$ cat src/rtl/cpu_controller.sv
// Instruction-sequencing FSM for the 16-bit CPU datapath: fetch, PC update,
// decode, execute, write-back, load/store and halt control, one state per cycle.
module cpu_controller (
  input  logic        clk,
  input  logic        reset_n,
  input  logic [15:0] instr,
  output logic        load_ir,
  output logic        load_pc,
  output logic        reset_pc,
  output logic        addr_sel,
  output logic        load_addr,
  output logic [1:0]  mem_cmd,
  output logic        write,
  output logic [1:0]  vsel,
  output logic        loada,
  output logic        loadb,
  output logic        asel,
  output logic        bsel,
  output logic        loadc,
  output logic        loads,
  output logic [2:0]  readnum,
  output logic [2:0]  writenum,
  output logic [1:0]  shift,
  output logic [1:0]  ALUop,
  output logic [15:0] sximm8,
  output logic [15:0] sximm5,
  output logic        halted
);

  localparam logic [4:0] S_RST       = 5'd0;
  localparam logic [4:0] S_IF1       = 5'd1;
  localparam logic [4:0] S_IF2       = 5'd2;
  localparam logic [4:0] S_UPDATE_PC = 5'd3;
  localparam logic [4:0] S_DECODE    = 5'd4;
  localparam logic [4:0] S_WRITE_IMM = 5'd5;
  localparam logic [4:0] S_GET_A     = 5'd6;
  localparam logic [4:0] S_GET_B     = 5'd7;
  localparam logic [4:0] S_EXEC      = 5'd8;
  localparam logic [4:0] S_WRITE_REG = 5'd9;
  localparam logic [4:0] S_ADDR      = 5'd10;
  localparam logic [4:0] S_LOAD_ADDR = 5'd11;
  localparam logic [4:0] S_MEM_RD1   = 5'd12;
  localparam logic [4:0] S_MEM_RD2   = 5'd13;
  localparam logic [4:0] S_STR_GET_B = 5'd14;
  localparam logic [4:0] S_STR_EXEC  = 5'd15;
  localparam logic [4:0] S_STR_WRITE = 5'd16;
  localparam logic [4:0] S_HALT      = 5'd17;

  logic [4:0] state, next_state;

  logic [2:0] opcode, rn, rd, rm;
  logic [1:0] op, sh;
  assign opcode = instr[15:13];
  assign op     = instr[12:11];
  assign rn     = instr[10:8];
  assign rd     = instr[7:5];
  assign sh     = instr[4:3];
  assign rm     = instr[2:0];

  logic is_mov_imm, is_mov_reg, is_alu, is_cmp, is_mvn, is_ldr, is_str, is_halt;
  assign is_mov_imm = (opcode == 3'b110) && (op == 2'b10);
  assign is_mov_reg = (opcode == 3'b110) && (op == 2'b00);
  assign is_alu     = (opcode == 3'b101);
  assign is_cmp     = is_alu && (op == 2'b01);
  assign is_mvn     = is_alu && (op == 2'b11);
  assign is_ldr     = (opcode == 3'b011) && (op == 2'b00);
  assign is_str     = (opcode == 3'b100) && (op == 2'b00);
  assign is_halt    = (opcode == 3'b111);

  assign sximm8 = {{8{instr[7]}}, instr[7:0]};
  assign sximm5 = {{11{instr[4]}}, instr[4:0]};

  always_ff @(posedge clk) begin
    if (!reset_n) state <= S_RST;
    else          state <= next_state;
  end

  always_comb begin
    next_state = S_RST;
    load_ir    = 1'b0;
    load_pc    = 1'b0;
    reset_pc   = 1'b0;
    addr_sel   = 1'b0;
    load_addr  = 1'b0;
    mem_cmd    = 2'b00;
    write      = 1'b0;
    vsel       = 2'b00;
    loada      = 1'b0;
    loadb      = 1'b0;
    asel       = 1'b0;
    bsel       = 1'b0;
    loadc      = 1'b0;
    loads      = 1'b0;
    readnum    = 3'd0;
    writenum   = 3'd0;
    shift      = 2'b00;
    ALUop      = 2'b00;
    halted     = 1'b0;
    case (state)
      S_RST: begin
        reset_pc   = 1'b1;
        load_pc    = 1'b1;
        next_state = S_IF1;
      end
      S_IF1: begin
        addr_sel   = 1'b1;
        mem_cmd    = 2'b01;
        next_state = S_IF2;
      end
      S_IF2: begin
        addr_sel   = 1'b1;
        mem_cmd    = 2'b01;
        load_ir    = 1'b1;
        next_state = S_UPDATE_PC;
      end
      S_UPDATE_PC: begin
        load_pc    = 1'b1;
        next_state = S_DECODE;
      end
      S_DECODE: begin
        if (is_mov_imm)                     next_state = S_WRITE_IMM;
        else if (is_mov_reg || is_mvn)      next_state = S_GET_B;
        else if (is_alu || is_ldr || is_str) next_state = S_GET_A;
        else if (is_halt)                   next_state = S_HALT;
        else                                next_state = S_IF1;
      end
      S_WRITE_IMM: begin
        writenum   = rn;
        vsel       = 2'b01;
        write      = 1'b1;
        next_state = S_IF1;
      end
      S_GET_A: begin
        readnum    = rn;
        loada      = 1'b1;
        next_state = (is_ldr || is_str) ? S_ADDR : S_GET_B;
      end
      S_GET_B: begin
        readnum    = rm;
        loadb      = 1'b1;
        next_state = S_EXEC;
      end
      S_EXEC: begin
        shift = sh;
        // MOV passes B through A=0 (asel), MVN inverts B; others use the opcode's op field
        if (is_mov_reg) begin
          asel  = 1'b1;
          ALUop = 2'b00;
        end else if (is_mvn) begin
          asel  = 1'b1;
          ALUop = 2'b11;
        end else begin
          ALUop = op;
        end
        if (is_cmp) begin
          loads      = 1'b1;
          next_state = S_IF1;
        end else begin
          loadc      = 1'b1;
          next_state = S_WRITE_REG;
        end
      end
      S_WRITE_REG: begin
        writenum   = rd;
        vsel       = 2'b11;
        write      = 1'b1;
        next_state = S_IF1;
      end
      S_ADDR: begin
        bsel       = 1'b1;
        loadc      = 1'b1;
        next_state = S_LOAD_ADDR;
      end
      S_LOAD_ADDR: begin
        load_addr  = 1'b1;
        next_state = is_ldr ? S_MEM_RD1 : S_STR_GET_B;
      end
      S_MEM_RD1: begin
        mem_cmd    = 2'b01;
        next_state = S_MEM_RD2;
      end
      S_MEM_RD2: begin
        mem_cmd    = 2'b01;
        writenum   = rd;
        vsel       = 2'b00;
        write      = 1'b1;
        next_state = S_IF1;
      end
      S_STR_GET_B: begin
        readnum    = rd;
        loadb      = 1'b1;
        next_state = S_STR_EXEC;
      end
      S_STR_EXEC: begin
        asel       = 1'b1;
        loadc      = 1'b1;
        next_state = S_STR_WRITE;
      end
      S_STR_WRITE: begin
        mem_cmd    = 2'b10;
        next_state = S_IF1;
      end
      S_HALT: begin
        halted     = 1'b1;
        next_state = S_HALT;
      end
      default: next_state = S_RST;
    endcase
  end

endmodule

$ cat config.mk
export PLATFORM = sky130hd
export DESIGN_NAME = cpu_controller
export DESIGN_NICKNAME = d
export VERILOG_FILES = /design/src/rtl/cpu_controller.sv
export SDC_FILE = /design/constraint.sdc
export NUM_CORES = 1
export LEC_CHECK = 0
export BUFFER_PORTS_ARGS = -buffer_cell sky130_fd_sc_hd__buf_2
export CORE_MARGIN = 4
export CORE_UTILIZATION = 37
export CTS_CLUSTER_DIAMETER = 30
export CTS_CLUSTER_SIZE = 30
export DETAILED_ROUTE_END_ITERATION = 16
export PLACE_DENSITY = 0.77
export SETUP_SLACK_MARGIN = 0.3
export SYNTH_ARGS = -nofsm -noshare
export SYNTH_HDL_FRONTEND = slang
export SYNTH_SLANG_ARGS = --single-unit
$ cat constraint.sdc
create_clock -name clk -period 1.3 [get_ports clk]
set_input_delay 0.195 -clock clk [delete_from_list [all_inputs] [get_ports clk]]
set_output_delay 0.195 -clock clk [all_outputs]
set_load 0.01 [all_outputs]
==> out/metrics.json, run 1 <==
{
  "run_status": {
    "status": "complete, but fails checks",
    "failing_checks": "negative setup slack"
  },
  "clock_tree": {
    "clock_tree.buffer_depth": 2,
    "clkLatencyLatePin_ps": 250,
    "cts_h_tree_depth": 1,
    "clock_input_transition_at_the_sequential_cells_of_the_worst_setup_and_hold_paths_ps": 50,
    "tritoncts": "built",
    "clk_root_buffer_cell": "sky130_fd_sc_hd__clkbuf_4",
    "clk_sink_count": 5,
    "cts_buffers": 3
  },
  "worst_setup_path": {
    "cp_cell_sequence": "nor2b_4, nand2b_4, nor3_4, and2_1, buf_2",
    "slowest_cell_delay_on_critical_path_ps": 400,
    "cp_slowest_cell": "sky130_fd_sc_hd__dfxtp_4",
    "kind_of_start_point_of_the_critical_path": "flip-flop",
    "worst-setup-path-type": "reg2out",
    "cp.arrival_ps": 1410,
    "worst_ep_required_time_ps": 1110,
    "endpoint_kind": "output port",
    "critical_path.max_fanout": 7
  },
  "finish": {
    "flow.area_growth_from_synthesis_pct": 76.6,
    "nFillCells": 218,
    "layout_top_registers": "state x5",
    "final-seq-area_um2": 116,
    "post_route_cells_drive_above_1_share_pct": 71.8,
    "top_register": "state",
    "antenna_cells_inserted": 0,
    "layout.core_utilization_pct": 68.4,
    "total_area_of_multi_input_combinational_cells_um2": 913,
    "largest_reg_flops": 5,
    "final_nets": 257,
    "finish.cell_count_without_fillers": 269
  },
  "floorplan": {
    "design.core.area_um2": 2730,
    "starting_density_pct": 38.7,
    "placement_rows": 19,
    "die_width_um": 61.5,
    "die_h_um": 61.5,
    "die_ar_um2": 3780,
    "num_io_pins": 77
  },
  "sta": {
    "worst-slew-pin-transition_ps": 320,
    "fin_crit_sh_pct": 123,
    "layout_min_cycle_time_ps": 1600,
    "max_freq_ghz": 0.624,
    "slew_viol_final": 0,
    "grt_setup_unrepaired": "true",
    "finalClockSkew_ps": 3.80,
    "worst_slew_margin_pct": 78.5,
    "final.hold.worst_slack_ps": 242,
    "setup_ws_ps": -303,
    "report.final.setup_viol": 30,
    "timing_hold_violations_final": 0
  },
  "power": {
    "fin_total_pwr_w": 0.00152,
    "peakVddDrop_mv": 0.622,
    "power_per_cell_area_nw_per_um2": 815,
    "power.static_leakage_nw": 0.889
  },
  "yosys": {
    "ff_latch_count_synth": 5,
    "synth-edff-count": 0,
    "post_syn_instances": 159,
    "synth_top_area_share_pct": 24.1,
    "library_cell_with_the_highest_instance_count_after_synthesis": "sky130_fd_sc_hd__buf_4",
    "netlist_top_cells_count": "sky130_fd_sc_hd__buf_4 (34), sky130_fd_sc_hd__nand2_1 (18), sky130_fd_sc_hd__nor2_1 (16), sky130_fd_sc_hd__a21oi_1 (8)",
    "yosys_most_used_dff": "sky130_fd_sc_hd__dfxtp_1",
    "yosys.cell_types.count": 41,
    "netlist_area_um2": 1060,
    "synth.area.top_cells": "sky130_fd_sc_hd__buf_4 (24%), sky130_fd_sc_hd__dfxtp_1 (9.5%), sky130_fd_sc_hd__nand2_1 (6.4%)",
    "synth_top_cell_by_area": "sky130_fd_sc_hd__buf_4",
    "synth-async-reset-ratio_pct": 0,
    "average_instance_area_after_synthesis_um2": 6.66,
    "synth_fp_nets": 177,
    "synth_sequential_area_ratio_pct": 9.46,
    "ys_warn_count": 0
  },
  "drt": {
    "via_count": 1422,
    "route.detailed.drc": 0,
    "drc_marker_count_from_the_first_detailed_route_iteration": 34,
    "wl_mm": 3.93,
    "vias_per_cell": 5.29,
    "antenna_violating_nets_remaining": 0,
    "drt_first_pass_iters": 4,
    "wl_per_cell_um": 14.6
  },
  "global_route": {
    "number_of_global_route_vias_before_repair": 1296,
    "top_usage_layer": "met2",
    "grt_pass1_wl_mm": 5.89,
    "grt_antenna_before_repair": 0,
    "grt_met2_use_pct": 36.9,
    "groute.usage.overall_pct": 20.2,
    "grt_remaining_overflow": 0,
    "grt_start_max_net_pins": 15,
    "grt.met1_usage_pct": 24.6,
    "global_route.usage.met3_pct": 1.05
  },
  "place": {
    "globalplace.congestion": 0.812,
    "dp_cells": 256,
    "port-buffer-count": 76,
    "dp.final_hpwl_mm": 2.84
  },
  "hold_path": {
    "timing.hold.worst.class": "in2reg"
  },
  "job": {
    "drv_cap": 0
  }
}
## logic make-up after synthesis
logic type,share of synthesized area (%)
and+or+nand+nor,37.5
buffers and inverters,28.7
AOI/OAI and AO/OA,23.5
DFF,9.46
xor gates and xnor gates,0.828
## area by class of cell
class                      instances  area share [%]
clock buffer                       4            1.41
timing repair buffer             116            41.0
sequential                         5            6.22
multi-input combinational        111            48.9
tap                               31            2.07
inverter                           2           0.402
## what timing repair did
item / in CTS / in global routing
gates resized for setup: 34 / 12
cloned: 0 / 0
setup endpoints to repair: 32 / 32
hold buffers: 0 / 0
buffers inserted: 7 / 2
pin swaps: 10 / 8
## path summary, 6_finish.rpt
| kind | start | end | slack, ps | cells past startpoint |
|---|---|---|---|---|
| setup reg to reg | state[2] | state[0] | -210 | 6 |
| hold reg to reg | state[4] | state[3] | 720 | 2 |
| setup / recovery | state[3] | shift[1] | -300 | 5 |
| hold / removal | reset_n | state[4] | 240 | 3 |
## cells in the final DEF, fill, tap and decap left out, types with 3 or more instances in the layout
cell and instances:
sky130_fd_sc_hd__dfxtp_4 4, sky130_fd_sc_hd__nor2_4 7, sky130_fd_sc_hd__nand3_1 3, sky130_fd_sc_hd__and2_1 4, sky130_fd_sc_hd__a22oi_2 5, sky130_fd_sc_hd__nand3b_1 3
sky130_fd_sc_hd__buf_2 71, sky130_fd_sc_hd__buf_6 13, sky130_fd_sc_hd__nor2_2 7, sky130_fd_sc_hd__o22ai_2 3, sky130_fd_sc_hd__a21oi_1 4, sky130_fd_sc_hd__nor3_4 4
sky130_fd_sc_hd__buf_4 30, sky130_fd_sc_hd__clkbuf_4 3, sky130_fd_sc_hd__nand2b_4 3, sky130_fd_sc_hd__o21ai_1 3, sky130_fd_sc_hd__nor2_1 3, sky130_fd_sc_hd__nand2_1 18
sky130_fd_sc_hd__a21oi_2 3
## per-layer routing
metal	routed length, um	share of wire, %
met5	0	0
met4	110	2.8
met3	289	7.4
met2	2000	51
met1	1530	39
## critical path, delay by kind of cell, from the launching register on
kind                   cells  cell delay (ps)
buffers and inverters      1              130
and+or+nand+nor            4              630
DFF                        1              400
## power by group
part	leakage, nW	switching [W]	internal (W)
Clock	0.0150	0.0000700	0.000116
Combinational	0.830	0.000556	0.000561
Sequential	0.0441	0.0000449	0.000176
Total	0.889	0.000671	0.000853
## through the flow
step                setup TNS [ps]  worst slack [ps]  cell area, um^2
global placement             -1090              -122             1570
finish                       -6620              -303             1870
CTS                          -6290              -290             1790
floorplan                        0              1.86             1230
global route                 -8380              -383             1870
detailed placement           -2160              -188             1570
Note: power is estimated with default switching activity, not from simulation.
==> run 2, diff against run 1 <==
CTS_CLUSTER_DIAMETER = 100   (was 30)
PLACE_DENSITY = 0.75   (was 0.77)
==> run 2 against run 1 <==
The flow still finishes with violations (negative setup slack); critical endpoint is now readnum[1]; die area unchanged; clock skew up 0.77 ps; flip-flop and latch count unchanged; count of clock-buffer cells in the layout unchanged; fmax down 0.58%.
==> out/metrics.json, run 2 (synthesized netlist as in run 1, its figures left out) <==
{
  "run_status": {
    "status": "complete, but fails checks",
    "failing_checks": "negative setup slack"
  },
  "worst_setup_path": {
    "worst-setup-path-type": "reg2out",
    "worstSetupStartpoint": "state[2]",
    "cp_cell_sequence": "buf_12, nor3b_4, and2_4, a22oi_2, nand2_1, buf_2",
    "reg2reg_from": "state[3]",
    "kind_of_start_point_of_the_critical_path": "flip-flop",
    "crit_buf_inv": {"value": 2, "change": "+1"},
    "cp.arrival": {"value": 1420, "unit": "ps", "change": "about the same"},
    "endpoint_kind": "output port",
    "cp_slowest_cell": "sky130_fd_sc_hd__dfxtp_4",
    "worst_ep_required_time": {"value": 1110, "unit": "ps", "change": "about the same"},
    "slowest_cell_delay_on_critical_path": {"value": 350, "unit": "ps", "change": "-50 ps"},
    "crit_family": "simple AND/OR/NAND/NOR gates",
    "critical_path.max_fanout": {"value": 6, "change": "-1"}
  },
  "drt": {
    "wl_per_cell": {"value": 14.6, "unit": "um", "change": "+0.19%"},
    "route.detailed.drc": {"value": 0, "change": "unchanged"},
    "antenna_violating_nets_remaining": {"value": 0, "change": "unchanged"},
    "vias_per_cell": {"value": 5.17, "change": "-2.3%"},
    "drt_first_pass_iters": {"value": 5, "change": "+1"},
    "via_count": {"value": 1426, "change": "+0.28%"},
    "drc_marker_count_from_the_first_detailed_route_iteration": {"value": 47, "change": "+38%"},
    "wl": {"value": 4.04, "unit": "mm", "change": "+2.8%"}
  },
  "floorplan": {
    "starting_density": {"value": 38.7, "unit": "%", "change": "unchanged"},
    "die_h": {"value": 61.5, "unit": "um", "change": "unchanged"},
    "design.core.area": {"value": 2730, "unit": "um^2", "change": "unchanged"},
    "num_io_pins": {"value": 77, "change": "unchanged"},
    "die_ar": {"value": 3780, "unit": "um^2", "change": "unchanged"},
    "die_width": {"value": 61.5, "unit": "um", "change": "unchanged"},
    "placement_rows": {"value": 19, "change": "unchanged"}
  },
  "global_route": {
    "grt_pass1_wl": {"value": 5.66, "unit": "mm", "change": "-3.9%"},
    "grt_antenna_before_repair": {"value": 0, "change": "unchanged"},
    "number_of_global_route_vias_before_repair": {"value": 1246, "change": "-3.9%"},
    "grt_remaining_overflow": {"value": 0, "change": "unchanged"},
    "groute.usage.overall": {"value": 19.5, "unit": "%", "change": "-0.65 points"},
    "grt_start_max_net_pins": {"value": 15, "change": "unchanged"}
  },
  "sta": {
    "max_freq": {"value": 0.620, "unit": "GHz", "change": "-0.58%"},
    "slew_viol_final": {"value": 0, "change": "unchanged"},
    "setup-tns-final": {"value": -6790, "unit": "ps", "change": "-177 ps"},
    "finalClockSkew": {"value": 4.57, "unit": "ps", "change": "+0.765 ps"},
    "layout_min_cycle_time": {"value": 1610, "unit": "ps", "change": "+9.31 ps"},
    "setup_ws": {"value": -312, "unit": "ps", "change": "-9.31 ps"},
    "final.hold.worst_slack": {"value": 264, "unit": "ps", "change": "+22.0 ps"},
    "grt_setup_unrepaired": "true",
    "timing_hold_violations_final": {"value": 0, "change": "unchanged"},
    "worst_slew_margin": {"value": 72.4, "unit": "%", "change": "-6.1 points"},
    "report.final.setup_viol": {"value": 31, "change": "+3.3%"},
    "fin_crit_sh": {"value": 124, "unit": "%", "change": "+0.72 points"},
    "worst-slew-pin-transition": {"value": 411, "unit": "ps", "change": "+90.6 ps"}
  },
  "clock_tree": {
    "cts_buffers": {"value": 3, "change": "unchanged"},
    "clock_input_transition_at_the_sequential_cells_of_the_worst_setup_and_hold_paths": {"value": 40, "unit": "ps", "change": "about the same"},
    "tritoncts": "built",
    "clkLatencyLatePin": {"value": 240, "unit": "ps", "change": "about the same"},
    "clk_sink_count": {"value": 5, "change": "unchanged"},
    "cts_h_tree_depth": {"value": 1, "change": "unchanged"},
    "clock_tree.buffer_depth": {"value": 2, "change": "unchanged"},
    "clk_root_buffer_cell": "sky130_fd_sc_hd__clkbuf_4"
  },
  "place": {
    "port-buffer-count": {"value": 76, "change": "unchanged"},
    "globalplace.congestion": {"value": 0.823, "change": "+1.4%"},
    "dp.final_hpwl": {"value": 2.76, "unit": "mm", "change": "-2.9%"}
  },
  "power": {
    "power_per_cell_area": {"value": 771, "unit": "nW/um^2", "change": "-5.5%"},
    "p_sw": {"value": 0.000678, "unit": "W", "change": "+1.1%"},
    "share_comb_of_total_power": {"value": 73.6, "unit": "%", "change": "+0.3 points"},
    "switch_share": {"value": 44.3, "unit": "%", "change": "+0.30 points"},
    "power.static_leakage": {"value": 0.936, "unit": "nW", "change": "+5.3%"},
    "cellInternalPower": {"value": 0.000853, "unit": "W", "change": "about the same"},
    "reg_power_share": {"value": 14.6, "unit": "%", "change": "about the same"},
    "peakVddDrop": {"value": 1.03, "unit": "mV", "change": "+65%"},
    "power.clock.fraction": {"value": 11.7, "unit": "%", "change": "-0.5 points"},
    "fin_total_pwr": {"value": 0.00153, "unit": "W", "change": "+0.46%"}
  },
  "finish": {
    "flow.area_growth_from_synthesis_pct": 87.7,
    "antenna_cells_inserted": {"value": 0, "change": "unchanged"},
    "post_route_cells_drive_above_1_share": {"value": 75.5, "unit": "%", "change": "+3.7 points"},
    "layout_top_registers": "state x5",
    "layout.core_utilization": {"value": 72.7, "unit": "%", "change": "+4.3 points"},
    "largest_reg_flops": {"value": 5, "change": "unchanged"},
    "top_register": "state",
    "final_nets": {"value": 264, "change": "+2.7%"},
    "most-common-layout-cells": "sky130_fd_sc_hd__buf_2 (72), sky130_fd_sc_hd__buf_4 (28), sky130_fd_sc_hd__buf_6 (20)",
    "most_frequent_standard_cell_in_the_layout_excluding_fill_and_tap_cells": "sky130_fd_sc_hd__buf_2"
  },
  "hold_path": {
    "hp-start": "reset_n",
    "timing.hold.worst.class": "in2reg"
  },
  "job": {
    "drv_cap": {"value": 0, "change": "unchanged"}
  }
}
==> run 2: power groups by stage <==
| stage | sequential, W | combinational [W] | clock, W |
|---|---|---|---|
| after detailed placement | 0.000212 | 0.000915 | 0 |
| after global routing | 0.000226 | 0.00120 | 0.000197 |
| after global placement | 0.000211 | 0.000900 | 0 |
| final | 0.000224 | 0.00113 | 0.000180 |
| after CTS | 0.000220 | 0.00107 | 0.000187 |
| after floorplan | 0.000190 | 0.000679 | 0 |
==> run 2: worst paths after layout <==
path / to / slack, ps / depth (start not counted)
setup reg to reg: state[0] / -200 / 6
hold / removal: state[4] / 260 / 3
setup / recovery: readnum[1] / -310 / 6
hold reg to reg: state[4] / 720 / 4
==> run 2: timing repair <==
| item | CTS | global route |
|---|---|---|
| hold buffers | 0 | 0 |
| setup buffers | 11 | 4 |
| cloned | 1 | 1 |
| pin swaps | 19 | 22 |
| resized for setup | 32 | 29 |
| setup endpoints to repair | 32 | 32 |
==> run 2: routing by layer <==
metal	vias to the layer above	global-route usage (%)	part of all wire (%)
met5	-	0	0
met3	10	3.35	11
met2	81	36.2	52
li1	697	-	-
met1	638	23.3	36
met4	0	4.24	2.1
==> run 2: area by class of cell <==
class,instances,area (um^2)
inverter,2,7.51
sequential,5,114
fill,220,747
clock buffer,4,26.3
timing repair buffer,123,856
multi-input combinational,111,945
tap,31,38.8
==> run 2: worst register-to-register path, stage by stage, from the launching register on <==
cell and delay, ps:
sky130_fd_sc_hd__dfxtp_2 330, sky130_fd_sc_hd__buf_6 120, sky130_fd_sc_hd__and2b_2 270, sky130_fd_sc_hd__buf_6 120, sky130_fd_sc_hd__o22a_1 120, sky130_fd_sc_hd__o22ai_1 70, sky130_fd_sc_hd__a221o_1 350
==> run 2: metrics by stage <==
| step | instance area [um^2] | setup slack (ps) | instances |
|---|---|---|---|
| detailed placement | 1550 | -112 | 255 |
| global placement | 1550 | -81.9 | 255 |
| global route | 1990 | -369 | 276 |
| finish | 1990 | -312 | 276 |
| floorplan | 1230 | 1.86 | 159 |
| CTS | 1800 | -301 | 271 |
==> run 3, diff against run 2 <==
CORE_ASPECT_RATIO = 0.8   (was not set)
==> run 3 against run 2 <==
The run still ends with negative setup slack left; global-route usage is 2.9 points higher; core utilization rose by 0.37 points; cell area rose by 0.88%; die area is 0.15% higher; cell count rose by 3.6%; via count rose by 12%; critical path type unchanged; highest routed layer unchanged.
==> out/metrics.json, run 3 (synthesized netlist as in run 1, its figures left out) <==
{
  "run_status": {
    "status": "complete, but fails checks",
    "failing_checks": "negative setup slack"
  },
  "sta": {
    "layout_min_cycle_time": {"value": 1700, "unit": "ps", "change": "+86.0 ps"},
    "timing_hold_violations_final": {"value": 0, "change": "unchanged"},
    "grt_setup_unrepaired": "true",
    "slew_viol_final": {"value": 0, "change": "unchanged"},
    "max_freq": {"value": 0.589, "unit": "GHz", "change": "-5.1%"},
    "fin_crit_sh": {"value": 131, "unit": "%", "change": "+6.6 points"},
    "report.final.setup_viol": {"value": 32, "change": "+3.2%"},
    "finalClockSkew": {"value": 5.92, "unit": "ps", "change": "+1.35 ps"},
    "worst_slew_margin": {"value": 80.7, "unit": "%", "change": "+8.2 points"},
    "setup-tns-final": {"value": -8820, "unit": "ps", "change": "-2020 ps"},
    "setup_ws": {"value": -398, "unit": "ps", "change": "-86.0 ps"},
    "worst-slew-pin-transition": {"value": 288, "unit": "ps", "change": "-123 ps"}
  },
  "floorplan": {
    "placement_rows": {"value": 17, "change": "-2"},
    "die_h": {"value": 55.8, "unit": "um", "change": "-9.2%"},
    "die_ar": {"value": 3790, "unit": "um^2", "change": "+0.15%"},
    "die_width": {"value": 67.8, "unit": "um", "change": "+10%"},
    "num_io_pins": {"value": 77, "change": "unchanged"},
    "design.core.area": {"value": 2740, "unit": "um^2", "change": "+0.37%"},
    "starting_density": {"value": 38.6, "unit": "%", "change": "-0.14 points"}
  },
  "global_route": {
    "grt_remaining_overflow": {"value": 0, "change": "unchanged"},
    "number_of_global_route_vias_before_repair": {"value": 1359, "change": "+9.1%"},
    "grt_pass1_wl": {"value": 6.68, "unit": "mm", "change": "+18%"},
    "grt_antenna_before_repair": {"value": 0, "change": "unchanged"},
    "groute.usage.overall": {"value": 22.4, "unit": "%", "change": "+2.9 points"},
    "grt_start_max_net_pins": {"value": 15, "change": "unchanged"}
  },
  "clock_tree": {
    "clock_input_transition_at_the_sequential_cells_of_the_worst_setup_and_hold_paths": {"value": 50, "unit": "ps", "change": "about the same"},
    "cts_h_tree_depth": {"value": 1, "change": "unchanged"},
    "ctsHoldBuffers": {"value": 0, "change": "unchanged"},
    "clk_root_buffer_cell": "sky130_fd_sc_hd__clkbuf_4",
    "clk_sink_count": {"value": 5, "change": "unchanged"},
    "clock_tree.buffer_depth": {"value": 2, "change": "unchanged"},
    "cts_buffers": {"value": 3, "change": "unchanged"},
    "tritoncts": "built",
    "clkLatencyLatePin": {"value": 240, "unit": "ps", "change": "about the same"}
  },
  "finish": {
    "flow.area_growth_from_synthesis_pct": 89.4,
    "layout_top_registers": "state x5",
    "most-common-layout-cells": "sky130_fd_sc_hd__buf_2 (74), sky130_fd_sc_hd__buf_4 (27), sky130_fd_sc_hd__buf_6 (23)",
    "largest_reg_flops": {"value": 5, "change": "unchanged"},
    "most_frequent_standard_cell_in_the_layout_excluding_fill_and_tap_cells": "sky130_fd_sc_hd__buf_2",
    "final_nets": {"value": 267, "change": "+1.1%"},
    "post_route_cells_drive_above_1_share": {"value": 76.2, "unit": "%", "change": "+0.70 points"},
    "antenna_cells_inserted": {"value": 0, "change": "unchanged"},
    "top_register": "state",
    "final_cell_area": {"value": 2000, "unit": "um^2", "change": "+0.88%"}
  },
  "drt": {
    "drc_marker_count_from_the_first_detailed_route_iteration": {"value": 134, "change": "+190%"},
    "wl_per_cell": {"value": 17.7, "unit": "um", "change": "+21%"},
    "route.detailed.drc": {"value": 0, "change": "unchanged"},
    "via_count": {"value": 1592, "change": "+12%"},
    "wl": {"value": 5.06, "unit": "mm", "change": "+25%"},
    "vias_per_cell": {"value": 5.57, "change": "+7.7%"},
    "antenna_violating_nets_remaining": {"value": 0, "change": "unchanged"},
    "drt_first_pass_iters": {"value": 4, "change": "-1"}
  },
  "place": {
    "port-buffer-count": {"value": 76, "change": "unchanged"},
    "globalplace.congestion": {"value": 0.880, "change": "+7.0%"},
    "detailed_place.area": {"value": 1570, "unit": "um^2", "change": "+1.2%"},
    "post-place-ws": {"value": -173, "unit": "ps", "change": "-60.6 ps"},
    "dp.final_hpwl": {"value": 2.84, "unit": "mm", "change": "+2.9%"}
  },
  "worst_setup_path": {
    "critical_path.max_fanout": {"value": 6, "change": "unchanged"},
    "worst-setup-path-type": "reg2out",
    "worst-r2r-setup-slack": {"value": -270, "unit": "ps", "change": "-70 ps"},
    "worst_ep_required_time": {"value": 1110, "unit": "ps", "change": "about the same"},
    "endpoint_kind": "output port",
    "reg2reg_from": "state[2]",
    "cp.arrival": {"value": 1500, "unit": "ps", "change": "+80 ps"},
    "worstSetupStartpoint": "state[4]",
    "kind_of_start_point_of_the_critical_path": "flip-flop"
  },
  "hold_path": {
    "timing.hold.worst.class": "in2reg",
    "hp-start": "reset_n"
  },
  "power": {
    "peakVddDrop": {"value": 0.616, "unit": "mV", "change": "-40%"},
    "power.static_leakage": {"value": 0.952, "unit": "nW", "change": "+1.7%"},
    "fin_total_pwr": {"value": 0.00163, "unit": "W", "change": "+6.2%"},
    "power_per_cell_area": {"value": 812, "unit": "nW/um^2", "change": "+5.3%"}
  },
  "job": {
    "drv_cap": {"value": 0, "change": "unchanged"}
  }
}
==> run 3: stage by stage <==
stage | hold WS [ps] | cells | util [%]
floorplan | 311 | 159 | -
CTS | 231 | 276 | 65.7
global placement | 483 | 265 | 57.1
global route | 268 | 286 | 73.1
detailed placement | 482 | 265 | 57.1
finish | 275 | 286 | 73.1
==> run 3: path summary, 6_finish.rpt <==
| kind | endpoint | cells past startpoint |
|---|---|---|
| max | readnum[0] | 6 |
| min | state[4] | 3 |
| max reg2reg | state[0] | 5 |
| min reg2reg | state[3] | 2 |
==> run 3: report_power, final <==
part	switching [W]	internal (W)	total [W]
registers	0.0000648	0.000178	0.000243
logic	0.000618	0.000584	0.00120
clock network	0.0000663	0.000116	0.000183
==> run 3: area by class of cell <==
cell class,count,area (um^2)
Sequential cell,5,119
Timing Repair Buffer,126,867
Multi-Input combinational cell,111,935
Fill cell,161,739
Tap cell,38,47.5
Clock buffer,4,26.3
Inverter,2,10.0
==> run 3: worst max-delay path, stage by stage, from the launching register on <==
cell	delay, ps
sky130_fd_sc_hd__dfxtp_4	370
sky130_fd_sc_hd__buf_6	130
sky130_fd_sc_hd__nor3b_4	230
sky130_fd_sc_hd__and3_4	250
sky130_fd_sc_hd__nand2_1	70
sky130_fd_sc_hd__nand2_1	80
sky130_fd_sc_hd__buf_2	140
==> run 3: routing by layer <==
metal | GRT usage [%] | vias to the layer above | share of wire [%]
met5 | 0 | - | 0
met4 | 6.23 | 0 | 3.3
met1 | 27.3 | 757 | 37
met3 | 5.45 | 19 | 10
met2 | 38.4 | 111 | 49
li1 | - | 705 | -
==> run 3: what timing repair did <==
action | in CTS | in global routing
setup endpoints to repair | 32 | 32
setup buffers | 7 | 10
resized for setup | 35 | 34
pin swaps | 20 | 25
